**src/rtl/shift_pkg.sv**
```systemverilog
// Shared types and constants for the RV32I shift execute pipeline.
// Holds the shift-type encoding, the opcode/funct constants, the stage-A payload
// layout and the combinational shifter used between stage A and stage B.
package shift_pkg;

  localparam int XLEN  = 32;
  localparam int TAG_W = 5;

  localparam logic [6:0] OPC_OP     = 7'b0110011;
  localparam logic [6:0] OPC_OP_IMM = 7'b0010011;

  localparam logic [2:0] F3_SLL = 3'b001;
  localparam logic [2:0] F3_SRX = 3'b101;

  localparam logic [6:0] F7_BASE = 7'b0000000;
  localparam logic [6:0] F7_ALT  = 7'b0100000;

  typedef enum logic [1:0] {
    LL   = 2'b00,
    LR   = 2'b01,
    AR   = 2'b10,
    NONE = 2'b11
  } shift_type_e;

  // Everything stage A needs to drive the shifter and tag the result.
  typedef struct packed {
    logic [XLEN-1:0]  rs1;
    logic [4:0]       shamt;
    shift_type_e      stype;
    logic             illegal;
    logic [TAG_W-1:0] tag;
  } stage_a_t;

  // Combinational barrel shifter; NONE yields zero so illegal ops carry a clean result.
  function automatic logic [XLEN-1:0] shift_apply(input logic [XLEN-1:0] value,
                                                  input logic [4:0]      shamt,
                                                  input shift_type_e     stype);
    logic [XLEN-1:0] res;
    res = '0;
    case (stype)
      LL:      res = value << shamt;
      LR:      res = value >> shamt;
      AR:      res = $signed(value) >>> shamt;
      default: res = '0;
    endcase
    return res;
  endfunction

endpackage

```
**src/rtl/shift_decode.sv**
```systemverilog
// Combinational decode of opcode/funct3/funct7 into shift type, shift amount and
// an illegal-encoding flag.
// Build option: SHIFT_EXEC_ILLEGAL_CHECK_EN -- when defined, funct7 is fully
// checked and anything that is not an exact shift encoding raises illegal.
// When undefined, only funct7[5] is looked at (AR vs LR) and illegal stays 0.
module shift_decode
  import shift_pkg::*;
(
  input  logic [6:0]  opcode,
  input  logic [2:0]  funct3,
  input  logic [6:0]  funct7,
  input  logic [4:0]  rs2_lo,
  input  logic [4:0]  imm,
  output shift_type_e stype,
  output logic [4:0]  shamt,
  output logic        illegal
);

  logic is_op;
  logic is_op_imm;

  assign is_op     = (opcode == OPC_OP);
  assign is_op_imm = (opcode == OPC_OP_IMM);

`ifndef SHIFT_EXEC_ILLEGAL_CHECK_EN
  logic unused_funct7;
  assign unused_funct7 = ^{funct7[6], funct7[4:0]};
`endif

  // Map the instruction fields onto a shift type; anything unrecognised becomes NONE.
  always_comb begin
    // NOTE: every output gets a default first so no path through the block infers a latch.
    stype   = NONE;
    shamt   = is_op_imm ? imm : rs2_lo;
    illegal = 1'b0;
    if (is_op || is_op_imm) begin
`ifdef SHIFT_EXEC_ILLEGAL_CHECK_EN
      if (funct3 == F3_SLL && funct7 == F7_BASE)      stype = LL;
      else if (funct3 == F3_SRX && funct7 == F7_BASE) stype = LR;
      else if (funct3 == F3_SRX && funct7 == F7_ALT)  stype = AR;
`else
      if (funct3 == F3_SLL)      stype = LL;
      else if (funct3 == F3_SRX) stype = funct7[5] ? AR : LR;
`endif
    end
`ifdef SHIFT_EXEC_ILLEGAL_CHECK_EN
    illegal = (stype == NONE);
`endif
  end

endmodule

```
**src/rtl/shift_exec_pipe.sv**
```systemverilog
// Two-stage execute wrapper for RV32I shifts: decode + issue register (stage A),
// shifter, result register (stage B), with bubble-collapsing valid/ready on both
// sides and a destination tag carried through to writeback.
// Build option: SHIFT_EXEC_ILLEGAL_CHECK_EN enables illegal-encoding reporting
// on out_err; without it out_err is always 0.
module shift_exec_pipe
  import shift_pkg::*;
(
  input  logic             clk,
  input  logic             rst_n,
  input  logic             flush,
  input  logic             in_valid,
  output logic             in_ready,
  input  logic [6:0]       in_opcode,
  input  logic [2:0]       in_funct3,
  input  logic [6:0]       in_funct7,
  input  logic [XLEN-1:0]  in_rs1,
  input  logic [XLEN-1:0]  in_rs2,
  input  logic [4:0]       in_imm,
  input  logic [TAG_W-1:0] in_tag,
  output logic             out_valid,
  input  logic             out_ready,
  output logic [XLEN-1:0]  out_result,
  output logic [TAG_W-1:0] out_tag,
  output logic             out_err
);

  shift_type_e      dec_type;
  logic [4:0]       dec_shamt;
  logic             dec_illegal;
  stage_a_t         a_d;
  stage_a_t         a_q;
  logic             a_valid;
  logic             b_valid;
  logic [XLEN-1:0]  b_result;
  logic [TAG_W-1:0] b_tag;
  logic             b_err;
  logic             b_free;
  logic             a_adv;
  logic             accept;
  logic [XLEN-1:0]  shift_result;

  // Only the low five bits of rs2 form the shift amount.
  logic unused_rs2;
  assign unused_rs2 = ^in_rs2[XLEN-1:5];

  shift_decode u_decode (
    .opcode  (in_opcode),
    .funct3  (in_funct3),
    .funct7  (in_funct7),
    .rs2_lo  (in_rs2[4:0]),
    .imm     (in_imm),
    .stype   (dec_type),
    .shamt   (dec_shamt),
    .illegal (dec_illegal)
  );

  assign a_d = '{rs1: in_rs1, shamt: dec_shamt, stype: dec_type,
                 illegal: dec_illegal, tag: in_tag};

  // Bubble-collapsing handshake: each stage can take new data when it is empty or
  // its current occupant moves on this cycle. out_ready -> in_ready is the only
  // combinational input-to-output path.
  assign b_free   = !b_valid || out_ready;
  assign a_adv    = a_valid && b_free;
  assign in_ready = !a_valid || b_free;
  assign accept   = in_valid && in_ready && !flush;

  assign shift_result = shift_apply(a_q.rs1, a_q.shamt, a_q.stype);

  // Stage A: issue register; flush wins over accept, accept wins over draining.
  always_ff @(posedge clk) begin
    if (!rst_n) begin
      // NOTE: state uses non-blocking assignments so every register samples pre-edge values.
      a_valid <= 1'b0;
      // NOTE: payload is reset too so the shifter never sees X after reset.
      a_q     <= '0;
    end else if (flush) begin
      a_valid <= 1'b0;
    end else if (accept) begin
      a_valid <= 1'b1;
      a_q     <= a_d;
    end else if (a_adv) begin
      a_valid <= 1'b0;
    end
  end

  // Stage B: result register; holds its contents while the consumer stalls.
  always_ff @(posedge clk) begin
    if (!rst_n) begin
      b_valid  <= 1'b0;
      b_result <= '0;
      b_tag    <= '0;
      b_err    <= 1'b0;
    end else if (flush) begin
      b_valid <= 1'b0;
    end else if (a_adv) begin
      b_valid  <= 1'b1;
      b_result <= shift_result;
      b_tag    <= a_q.tag;
      b_err    <= a_q.illegal;
    end else if (out_ready) begin
      b_valid <= 1'b0;
    end
  end

  assign out_valid  = b_valid;
  assign out_result = b_result;
  assign out_tag    = b_tag;
  assign out_err    = b_err;

endmodule

```
**config.mk**
```make
export PLATFORM = sky130hd
export DESIGN_NAME = shift_exec_pipe
export DESIGN_NICKNAME = d
export VERILOG_FILES = /design/src/rtl/shift_pkg.sv /design/src/rtl/shift_decode.sv /design/src/rtl/shift_exec_pipe.sv
export SDC_FILE = /design/constraint.sdc
export NUM_CORES = 1
export LEC_CHECK = 0
export ABC_CLOCK_PERIOD_IN_PS = 4900
export CAP_MARGIN = 20
export CORE_UTILIZATION = 50
export CTS_BUF_LIST = sky130_fd_sc_hd__clkbuf_4 sky130_fd_sc_hd__clkbuf_8
export DETAILED_ROUTE_END_ITERATION = 8
export GPL_TIMING_DRIVEN = 0
export PLACE_DENSITY_LB_ADDON = 0.05
export SLEW_MARGIN = 15
export SYNTH_ARGS = -nofsm -noshare
export SYNTH_HDL_FRONTEND = slang
export SYNTH_SLANG_ARGS = --single-unit
```
**constraint.sdc**
```tcl
create_clock -name clk -period 4.9 [get_ports clk]
set_input_delay 1.225 -clock clk [delete_from_list [all_inputs] [get_ports clk]]
set_output_delay 1.225 -clock clk [all_outputs]
set_load 0.01 [all_outputs]
```
==> impl_results.rst, run 1 <==
.. list-table::
   :header-rows: 1

   * - Metric
     - Value
   * - Highest clock rate
     - 264 MHz
   * - Total Nets Final
     - 1103
   * - Proportion of layout cells with a drive suffix above 1
     - 11.8%
   * - CP Data Arrival Time
     - 2.57 ns
   * - Async set or reset register ratio after synthesis
     - 0%
   * - Global-route wire length before repair
     - 47700 µm
   * - Per-cell via count in the routed design
     - 7.09
   * - Vias after detailed routing
     - 8423
   * - Worst Hold Path EP
     - out_result[7]$_SDFFE_PN0P_
   * - DRC errors left
     - 0
   * - Root Buffer
     - clkbuf_8
   * - Number of gates resized after CTS
     - 0
   * - Final critical path time including I/O delays and setup
     - 3.79 ns
   * - Via count of the first global-routing pass
     - 7654
   * - Initial drt markers
     - 1794
   * - Gpl congestion
     - 1.08
   * - Antenna violations before repair
     - 0
   * - Required @ worst endpoint
     - 3.67 ns
   * - Number of max-capacitance violations reported
     - 0
   * - Post-CTS clock slew at the launch and capture registers of the worst setup and hold paths
     - 0.10 ns
   * - Terminus of the critical flop-to-flop path
     - out_result[7]$_SDFFE_PN0P_
   * - Worst Path Class, Setup
     - in2out
   * - Library cells used by synthesis
     - 75
   * - Die outline area
     - 14400 µm²
   * - Status
     - complete, no violations
   * - Source-to-sink clock delay at the later pin of the worst-skew pair
     - 0.40 ns
   * - Max-slew headroom at the worst pin
     - 22.9%
   * - Endpoints failing hold
     - 0
   * - Worst IR drop on VDD
     - 0.213 mV
   * - Warnings from Yosys
     - 0
   * - Most used flip-flop cell after synthesis
     - dfxtp_1
   * - Type of the tightest min-delay check
     - reg2reg
   * - TritonCTS Buffers
     - 9
   * - Half-perimeter wire length after detailed placement
     - 24200 µm
   * - Hold-fix buffer count after cts
     - 0
   * - Power density over the cells
     - 226 nW/µm²
   * - Final setup vio count
     - 0
   * - Overall Global Routing Usage
     - 45.0%
   * - Launch point of the worst reg-to-reg path
     - a_q[7]$_SDFFE_PN0P_
   * - Worst Hold Path Cells
     - 2
   * - Clock tree from TritonCTS
     - done
   * - Largest net degree at the start of global routing
     - 17
   * - Most frequent standard cell in the layout excluding fill and tap cells
     - nand2_1
   * - Commonest cells after routing, fill and taps aside
     - nand2_1, clkdlybuf4s50_1, dfxtp_1, a21oi_1, nor2_1
   * - RSZ-0062 raised after global routing
     - no
   * - Buffers from clock root to sink, at most
     - 2
   * - Effective utilization at floorplan
     - 51.9%
   * - Placeable core area
     - 13500 µm²
   * - H-tree levels
     - 3
   * - Net Count, Synth
     - 992
   * - Worst-margin pin slew
     - 1.15 ns
   * - Num Clock Sinks
     - 83
   * - Worst Setup Slack, final
     - 1.11 ns
   * - Number of diodes
     - 0
   * - Average wire per cell in the routed design
     - 27.0 µm
   * - Post-synthesis to final-layout area growth
     - 20.1%
   * - Accumulated negative setup slack
     - 0 ns
   * - Final period utilization
     - 77.4%
   * - Sequential cell area in the final layout
     - 1660 µm²
   * - Fill cell instance count of the final layout
     - 1259
   * - Area taken by multi-input logic gates
     - 4870 µm²
   * - Residual antenna-violating net count after detailed routing
     - 0
   * - Element type at the critical path start
     - input pin
   * - Total iterations of the first detailed-routing run
     - 9
   * - Nature of the critical path endpoint
     - primary output
   * - Number of placed I/O pins
     - 136
   * - # rows
     - 42
   * - Crit path max fanout
     - 5
   * - Number of register bits inferred by synthesis
     - 83
   * - Total gr overflow
     - 0
   * - Start point of the worst hold path
     - out_result[7]$_SDFFE_PN0P_
   * - Count of flip-flops with a built-in enable after synthesis
     - 0
   * - Total Power Consumption
     - 0.00190 W
   * - Count of buffers inserted at the top-level ports
     - 100
   * - Worst Skew
     - 0.0132 ns
   * - Share of synthesized area occupied by flip-flops and latches
     - 23.8%
   * - Overall die width
     - 120 µm
   * - Synth Instances
     - 896
   * - Register-to-register setup slack
     - 1.75 ns
   * - Leakage power
     - 2.79 nW
   * - Number of max-slew violations in the final report
     - 0
   * - Worst slack after detailed placement
     - 1.13 ns
   * - Worst Reg2Reg Path Length in Cells
     - 8
   * - Cell area after synthesis
     - 6980 µm²
   * - Average footprint of a synthesized cell
     - 7.79 µm²
   * - Post-CTS setup-driven buffer insertion count
     - 0
   * - Vertical extent of the die
     - 120 µm
   * - Routed WL
     - 32100 µm
-- Yosys cell counts (all sizes together), types with 21 or more instances --
cell,number,area (µm²)
a21oi,71,355
clkbuf,43,161
nand2,174,653
o21ai,36,180
o22ai,21,131
nor2,61,229
a211oi,21,158
nand3,22,110
mux2,38,443
mux2i,49,490
dfxtp,83,1660
mux4,22,495
buf,41,264
-- routing by layer --
metal | vias to the layer above | global-route usage [%] | part of all wire (%)
met1 | 3878 | 58.2 | 37
met3 | 167 | 15.5 | 15
met2 | 804 | 63.9 | 40
li1 | 3574 | - | -
met4 | 0 | 27.2 | 7.3
met5 | - | 0 | 0
-- logic make-up after synthesis --
logic type                share of synthesized area, %
AOI/OAI and AO/OA                                 27.3
muxes                                             20.5
xor gates and xnor gates                         0.251
buffers and inverters                             6.47
other                                           0.0537
and+or+nand+nor                                   21.7
DFF                                               23.8
-- stage by stage --
stage          std cells  cell area, µm²  hold slack, ns  util [%]
2_1_floorplan        896            6980           0.432         -
3_3_place_gp        1172            8210           0.435      61.0
3_5_place_dp        1172            8210           0.447      61.0
4_1_cts             1188            8390           0.461      62.4
5_1_grt             1188            8390           0.475      62.4
6_report            1188            8390           0.458      62.4
-- area by class of cell --
class	instances	area share, %
Timing Repair Buffer	100	11.9
Clock buffer	10	1.57
Clock inverter	6	0.641
Buffer	84	5.07
Multi-Input combinational cell	722	58.1
Tap cell	176	2.62
Sequential cell	83	19.8
Inverter	7	0.313
-- sequential cells by signal, summed over array words and instances (netlist names) --
register    flops
out_valid       1
a_q            44
a_valid         1
out_result     32
out_tag         5
-- worst max-delay path by stage --
stage | from | end | slack [ns]
detailed placement | out_ready | in_ready | 1.13
CTS | out_ready | in_ready | 1.12
floorplan | out_ready | in_ready | 2.09
global placement | out_ready | in_ready | 1.16
global route | out_ready | in_ready | 1.05
finish | out_ready | in_ready | 1.11
-- where the power goes --
part	leakage (nW)	internal, W	switching, W
logic	2.02	0.000239	0.000424
clock network	0.0932	0.000200	0.000303
registers	0.675	0.000697	0.0000346
total	2.79	0.00114	0.000761
-- worst max-delay path: stages --
cell and delay (ns):
clkdlybuf4s50_1 0.41, nor2b_1 0.29, nand2_1 0.14, clkdlybuf4s50_1 0.50
Power figures use the tool's default switching activity.
==> run 2: changes to the inputs <==
Settings changed: ABC_CLOCK_PERIOD_IN_PS 4900 to 3200, CORE_UTILIZATION 50 to 49.
Clock period 4.9 ns to 3.2 ns, I/O delays scaled along.
==> impl_results.rst, run 2 (synthesis results as in run 1) <==
.. list-table::
   :header-rows: 1

   * - Metric
     - Value
   * - Average wire per cell in the routed design
     - 26.7 µm
   * - Effective utilization at floorplan
     - 50.3%
   * - Global-route wire length before repair
     - 47700 µm
   * - Via count of the first global-routing pass
     - 7665
   * - Type of the tightest min-delay check
     - reg2reg
   * - Nature of the critical path endpoint
     - flop
   * - Residual antenna-violating net count after detailed routing
     - 0
   * - TritonCTS Buffers
     - 9
   * - CP Data Arrival Time
     - 3.42 ns
   * - Post-synthesis to final-layout area growth
     - 20.9%
   * - Endpoints failing hold
     - 0
   * - Post-Route Hold Slack
     - 0.453 ns
   * - Flip-flop count of the largest register, all copies and words added
     - 44
   * - Half-perimeter wire length after detailed placement
     - 24400 µm
   * - Final setup vio count
     - 0
   * - Overall die width
     - 121 µm
   * - Part of the power in the clock network
     - 30.1%
   * - Num Clock Sinks
     - 83
   * - Source-to-sink clock delay at the later pin of the worst-skew pair
     - 0.40 ns
   * - Count of buffers inserted at the top-level ports
     - 100
   * - Worst-margin pin slew
     - 1.08 ns
   * - H-tree levels
     - 3
   * - Switching Share
     - 38.1%
   * - Worst Hold Path EP
     - out_tag[4]$_SDFFE_PN0P_
   * - Number of diodes
     - 0
   * - Start point of the worst hold path
     - a_q[4]$_SDFFE_PN0P_
   * - Clock tree from TritonCTS
     - done
   * - Antenna violations before repair
     - 0
   * - Element type at the critical path start
     - flop
   * - Required @ worst endpoint
     - 3.54 ns
   * - Vias after detailed routing
     - 8359
   * - Root Buffer
     - clkbuf_8
   * - Switching pwr
     - 0.00116 W
   * - Max-slew headroom at the worst pin
     - 27.7%
   * - Number of placed I/O pins
     - 136
   * - Power density over the cells
     - 361 nW/µm²
   * - Commonest cells after routing, fill and taps aside
     - nand2_1, clkdlybuf4s50_1, dfxtp_1, a21oi_1, nor2_1
   * - Post-CTS clock slew at the launch and capture registers of the worst setup and hold paths
     - 0.10 ns
   * - DRC errors left
     - 0
   * - Number of gates resized after CTS
     - 0
   * - Worst Hold Path Cells
     - 2
   * - Register-to-register setup slack
     - 0.12 ns
   * - Hold-fix buffer count after cts
     - 0
   * - Vertical extent of the die
     - 121 µm
   * - Leakage power
     - 2.82 nW
   * - Number of max-slew violations in the final report
     - 0
   * - Gpl congestion
     - 1.09
   * - Worst IR drop on VDD
     - 0.283 mV
   * - Share of power burned in registers
     - 36.7%
   * - Worst Path Class, Setup
     - reg2reg
   * - Largest net degree at the start of global routing
     - 17
   * - Crit path max fanout
     - 10
   * - Worst Skew
     - 0.0168 ns
   * - Total iterations of the first detailed-routing run
     - 8
   * - RSZ-0062 raised after global routing
     - no
   * - Status
     - complete, no violations
   * - Per-cell via count in the routed design
     - 7.01
   * - Final period utilization
     - 96.3%
   * - Highest clock rate
     - 324 MHz
   * - Terminus of the critical flop-to-flop path
     - out_result[27]$_SDFFE_PN0P_
   * - Proportion of power drawn by combinational gates
     - 33.2%
   * - # rows
     - 43
   * - Buffers from clock root to sink, at most
     - 2
   * - Final critical path time including I/O delays and setup
     - 3.08 ns
   * - Overall Global Routing Usage
     - 44.2%
   * - Proportion of layout cells with a drive suffix above 1
     - 11.8%
   * - Internal power of the cells
     - 0.00189 W
   * - Launch point of the worst reg-to-reg path
     - a_q[8]$_SDFFE_PN0P_
   * - Number of max-capacitance violations reported
     - 0
   * - Most frequent standard cell in the layout excluding fill and tap cells
     - nand2_1
   * - Total gr overflow
     - 0
   * - Post-Route Utilization
     - 60.9%
   * - Placeable core area
     - 13900 µm²
   * - Total Nets Final
     - 1104
   * - Largest register by flop count
     - a_q
   * - Initial drt markers
     - 1273
   * - Die outline area
     - 14700 µm²
   * - Routed WL
     - 31800 µm
   * - Worst Reg2Reg Path Length in Cells
     - 7
## run 2: changes by cell type in the layout (fill, tap and decap cells not counted), sizes merged
cell / previous run / this run
clkbuf: 53 / 52
clkinvlp: 1 / 0
bufinv: 0 / 2
buf: 41 / 42
## run 2: worst max-delay path, cell delays in order, from the launching register on
cell and delay, ns:
dfxtp_1 0.38, buf_2 0.29, buf_2 0.34, nand2b_1 0.29, o22ai_1 0.82, o21bai_1 0.23, a2111oi_0 0.49, a221o_1 0.18
## run 2: layout make-up
| class | count | area (µm²) |
|---|---|---|
| plain buffers | 84 | 425 |
| clock inverters | 7 | 105 |
| repair buffers | 101 | 1010 |
| multi-input cells | 722 | 4870 |
| fillers | 1251 | 5430 |
| inverters | 7 | 26.3 |
| flip-flops and latches | 83 | 1660 |
| clock buffers | 9 | 124 |
| well taps | 180 | 225 |
## run 2: worst max-delay path by stage
stage                              from                     endpoint  slack, ns  cells past startpoint
floorplan                         rst_n  out_result[27]$_SDFFE_PN0P_       0.89                      6
global placement                  flush  out_result[27]$_SDFFE_PN0P_      -0.31                      7
detailed placement                flush  out_result[27]$_SDFFE_PN0P_      -0.27                      7
CTS                               flush  out_result[27]$_SDFFE_PN0P_       0.08                      7
global route        a_q[8]$_SDFFE_PN0P_  out_result[27]$_SDFFE_PN0P_       0.16                      7
finish              a_q[8]$_SDFFE_PN0P_  out_result[27]$_SDFFE_PN0P_       0.12                      7
## run 2: repair_timing
action,in CTS,in global routing
buffers inserted,0,1
endpoints found under the hold margin,0,0
endpoints found under the setup margin,0,1
## run 2: power groups by stage
| stage | clock, W | combinational (W) | sequential (W) |
|---|---|---|---|
| after global placement | 0 | 0.000959 | 0.00114 |
| after CTS | 0.000920 | 0.000953 | 0.00111 |
| final | 0.000920 | 0.00101 | 0.00112 |
| after floorplan | 0 | 0.000581 | 0.00112 |
| after detailed placement | 0 | 0.000949 | 0.00114 |
| after global routing | 0.000964 | 0.00104 | 0.00112 |
## run 2: per-layer routing
metal	global-route usage, %	wire [µm]
met1	56.0	11500
met4	26.2	2290
met2	63.0	13000
met5	0	0
met3	17.2	4990
## run 2: metrics by stage
| step | instance area [µm²] | TNS (ns) | total power (W) | worst slack [ns] | cells |
|---|---|---|---|---|---|
| detailed placement | 8210 | -0.284 | 0.00209 | -0.272 | 1176 |
| global route | 8450 | 0 | 0.00313 | 0.164 | 1193 |
| global placement | 8210 | -0.371 | 0.00210 | -0.309 | 1176 |
| finish | 8450 | 0 | 0.00305 | 0.117 | 1193 |
| floorplan | 6980 | 0 | 0.00170 | 0.887 | 896 |
| CTS | 8440 | 0 | 0.00299 | 0.0831 | 1192 |
==> run 3: changes to the inputs <==
Settings changed: ABC_CLOCK_PERIOD_IN_PS 3200 to 3100, CORE_MARGIN set to 8, CORE_UTILIZATION 49 to 50.
Clock period 3.2 ns to 3.1 ns, I/O delays scaled along.
==> impl_results.rst, run 3 (synthesis results as in run 1) <==
.. list-table::
   :header-rows: 1

   * - Metric
     - Value
   * - Status
     - complete, but fails checks
   * - Violated checks
     - design-rule violations, negative setup slack
   * - Half-perimeter wire length after detailed placement
     - 25400 µm
   * - Buffers from clock root to sink, at most
     - 2
   * - Number of placed I/O pins
     - 136
   * - DRC errors left
     - 8
   * - Initial drt markers
     - 1328
   * - Root Buffer
     - clkbuf_8
   * - Number of max-capacitance violations reported
     - 0
   * - Antenna violations before repair
     - 2
   * - Post-synthesis to final-layout area growth
     - 21.5%
   * - Total instance count after detailed placement
     - 1176
   * - Worst slack after detailed placement
     - -0.279 ns
   * - Endpoints failing hold
     - 0
   * - Worst Setup Slack, final
     - -0.00576 ns
   * - Leakage power
     - 2.84 nW
   * - Element type at the critical path start
     - flop
   * - Effective utilization at floorplan
     - 50.7%
   * - Post-route cell area
     - 8490 µm²
   * - Source-to-sink clock delay at the later pin of the worst-skew pair
     - 0.40 ns
   * - Flip-flop count of the largest register, all copies and words added
     - 44
   * - Hold-fix buffer count after cts
     - 0
   * - Count of buffers inserted at the top-level ports
     - 100
   * - Worst Path Class, Setup
     - reg2reg
   * - Total Nets Final
     - 1104
   * - Cell area after placement
     - 8210 µm²
   * - Nature of the critical path endpoint
     - flop
   * - Fill cell instance count of the final layout
     - 1324
   * - Overall die width
     - 134 µm
   * - Die outline area
     - 18000 µm²
   * - Most frequent standard cell in the layout excluding fill and tap cells
     - nand2_1
   * - Worst Skew
     - 0.0292 ns
   * - Total gr overflow
     - 0
   * - Largest register by flop count
     - a_q
   * - Vias after detailed routing
     - 8332
   * - Overall Global Routing Usage
     - 35.7%
   * - Type of the tightest min-delay check
     - reg2reg
   * - Number of gates resized after CTS
     - 0
   * - Post-Layout Cell Count
     - 1193
   * - Power density over the cells
     - 386 nW/µm²
   * - Max-slew headroom at the worst pin
     - 27.7%
   * - Clock tree from TritonCTS
     - done
   * - Number of diodes
     - 0
   * - Proportion of layout cells with a drive suffix above 1
     - 11.8%
   * - Per-cell via count in the routed design
     - 6.98
   * - Final critical path time including I/O delays and setup
     - 3.11 ns
   * - Area taken by multi-input logic gates
     - 4870 µm²
   * - Worst-margin pin slew
     - 1.08 ns
   * - Crit path max fanout
     - 10
   * - Residual antenna-violating net count after detailed routing
     - 0
   * - Worst IR drop on VDD
     - 0.284 mV
   * - Routed WL
     - 32700 µm
   * - Global-route wire length before repair
     - 48900 µm
   * - TritonCTS Buffers
     - 9
   * - Final period utilization
     - 100%
   * - Post-CTS clock slew at the launch and capture registers of the worst setup and hold paths
     - 0.09 ns
   * - Placeable core area
     - 13800 µm²
   * - Highest clock rate
     - 322 MHz
   * - Commonest cells after routing, fill and taps aside
     - nand2_1, clkdlybuf4s50_1, dfxtp_1, a21oi_1, nor2_1
   * - Largest net degree at the start of global routing
     - 15
   * - Final setup vio count
     - 1
   * - Total iterations of the first detailed-routing run
     - 9
   * - Number of max-slew violations in the final report
     - 0
   * - Num Clock Sinks
     - 83
   * - Vertical extent of the die
     - 134 µm
   * - # rows
     - 43
   * - Required @ worst endpoint
     - 3.39 ns
   * - Gpl congestion
     - 1.12
   * - H-tree levels
     - 3
   * - RSZ-0062 raised after global routing
     - no
   * - Sequential cell area in the final layout
     - 1660 µm²
   * - Average wire per cell in the routed design
     - 27.4 µm
   * - Via count of the first global-routing pass
     - 7871
   * - CP Data Arrival Time
     - 3.40 ns
## run 3: cell types whose count changed in the layout (fill, tap and decap cells not counted)
cell and delta:
bufinv_16 +2, inv_6 -2, clkbuf_4 +1, inv_8 -1
## run 3: power by group
group          switching [W]  leakage, nW  internal (W)
Sequential         0.0000520        0.675       0.00110
Combinational       0.000668         2.03      0.000378
Clock               0.000449        0.136      0.000630
Total                0.00117         2.84       0.00211
## run 3: final timing paths
check | start | slack, ns | cells past startpoint | end
setup reg to reg | a_q[8]$_SDFFE_PN0P_ | -0.006 | 7 | out_result[28]$_SDFFE_PN0P_
hold / removal | a_q[3]$_SDFFE_PN0P_ | 0.45 | 2 | out_tag[3]$_SDFFE_PN0P_
setup / recovery | a_q[8]$_SDFFE_PN0P_ | -0.006 | 7 | out_result[28]$_SDFFE_PN0P_
hold reg to reg | a_q[3]$_SDFFE_PN0P_ | 0.45 | 2 | out_tag[3]$_SDFFE_PN0P_
## run 3: per-stage QoR
step | utilization, % | total power, W | setup TNS (ns) | hold WS (ns)
after floorplan | - | 0.00176 | 0 | 0.432
after global placement | 59.6 | 0.00216 | -0.376 | 0.437
after detailed placement | 59.6 | 0.00216 | -0.304 | 0.439
after CTS | 61.6 | 0.00323 | 0 | 0.457
after global routing | 61.6 | 0.00337 | 0 | 0.480
final | 61.6 | 0.00328 | -0.00576 | 0.454
## run 3: worst max-delay path: stages, from the launching register on
cell	delay (ns)
dfxtp_1	0.39
buf_2	0.30
buf_2	0.38
nand2b_1	0.27
o22ai_1	0.70
a22oi_1	0.35
a32o_1	0.37
a211oi_1	0.24
## run 3: what timing repair did
| item | CTS | global route |
|---|---|---|
| endpoints found under the hold margin | 0 | 0 |
| buffers inserted | 0 | 1 |
| endpoints found under the setup margin | 0 | 1 |
## run 3: cell type report
class,count,area share [%]
buffer,84,5.01
clock buffer,10,1.55
clock inverter,6,1.61
inverter,7,0.310
multi-input combinational,722,57.4
sequential,83,19.6
tap,180,2.65
timing repair buffer,101,11.9
## run 3: metal layers
metal	up-vias	GRT usage (%)	part of all wire, %
met2	680	52.2	42
li1	3568	-	-
met5	-	0	0.077
met4	4	22.6	6.7
met1	3915	44.1	38
met3	165	11.8	13
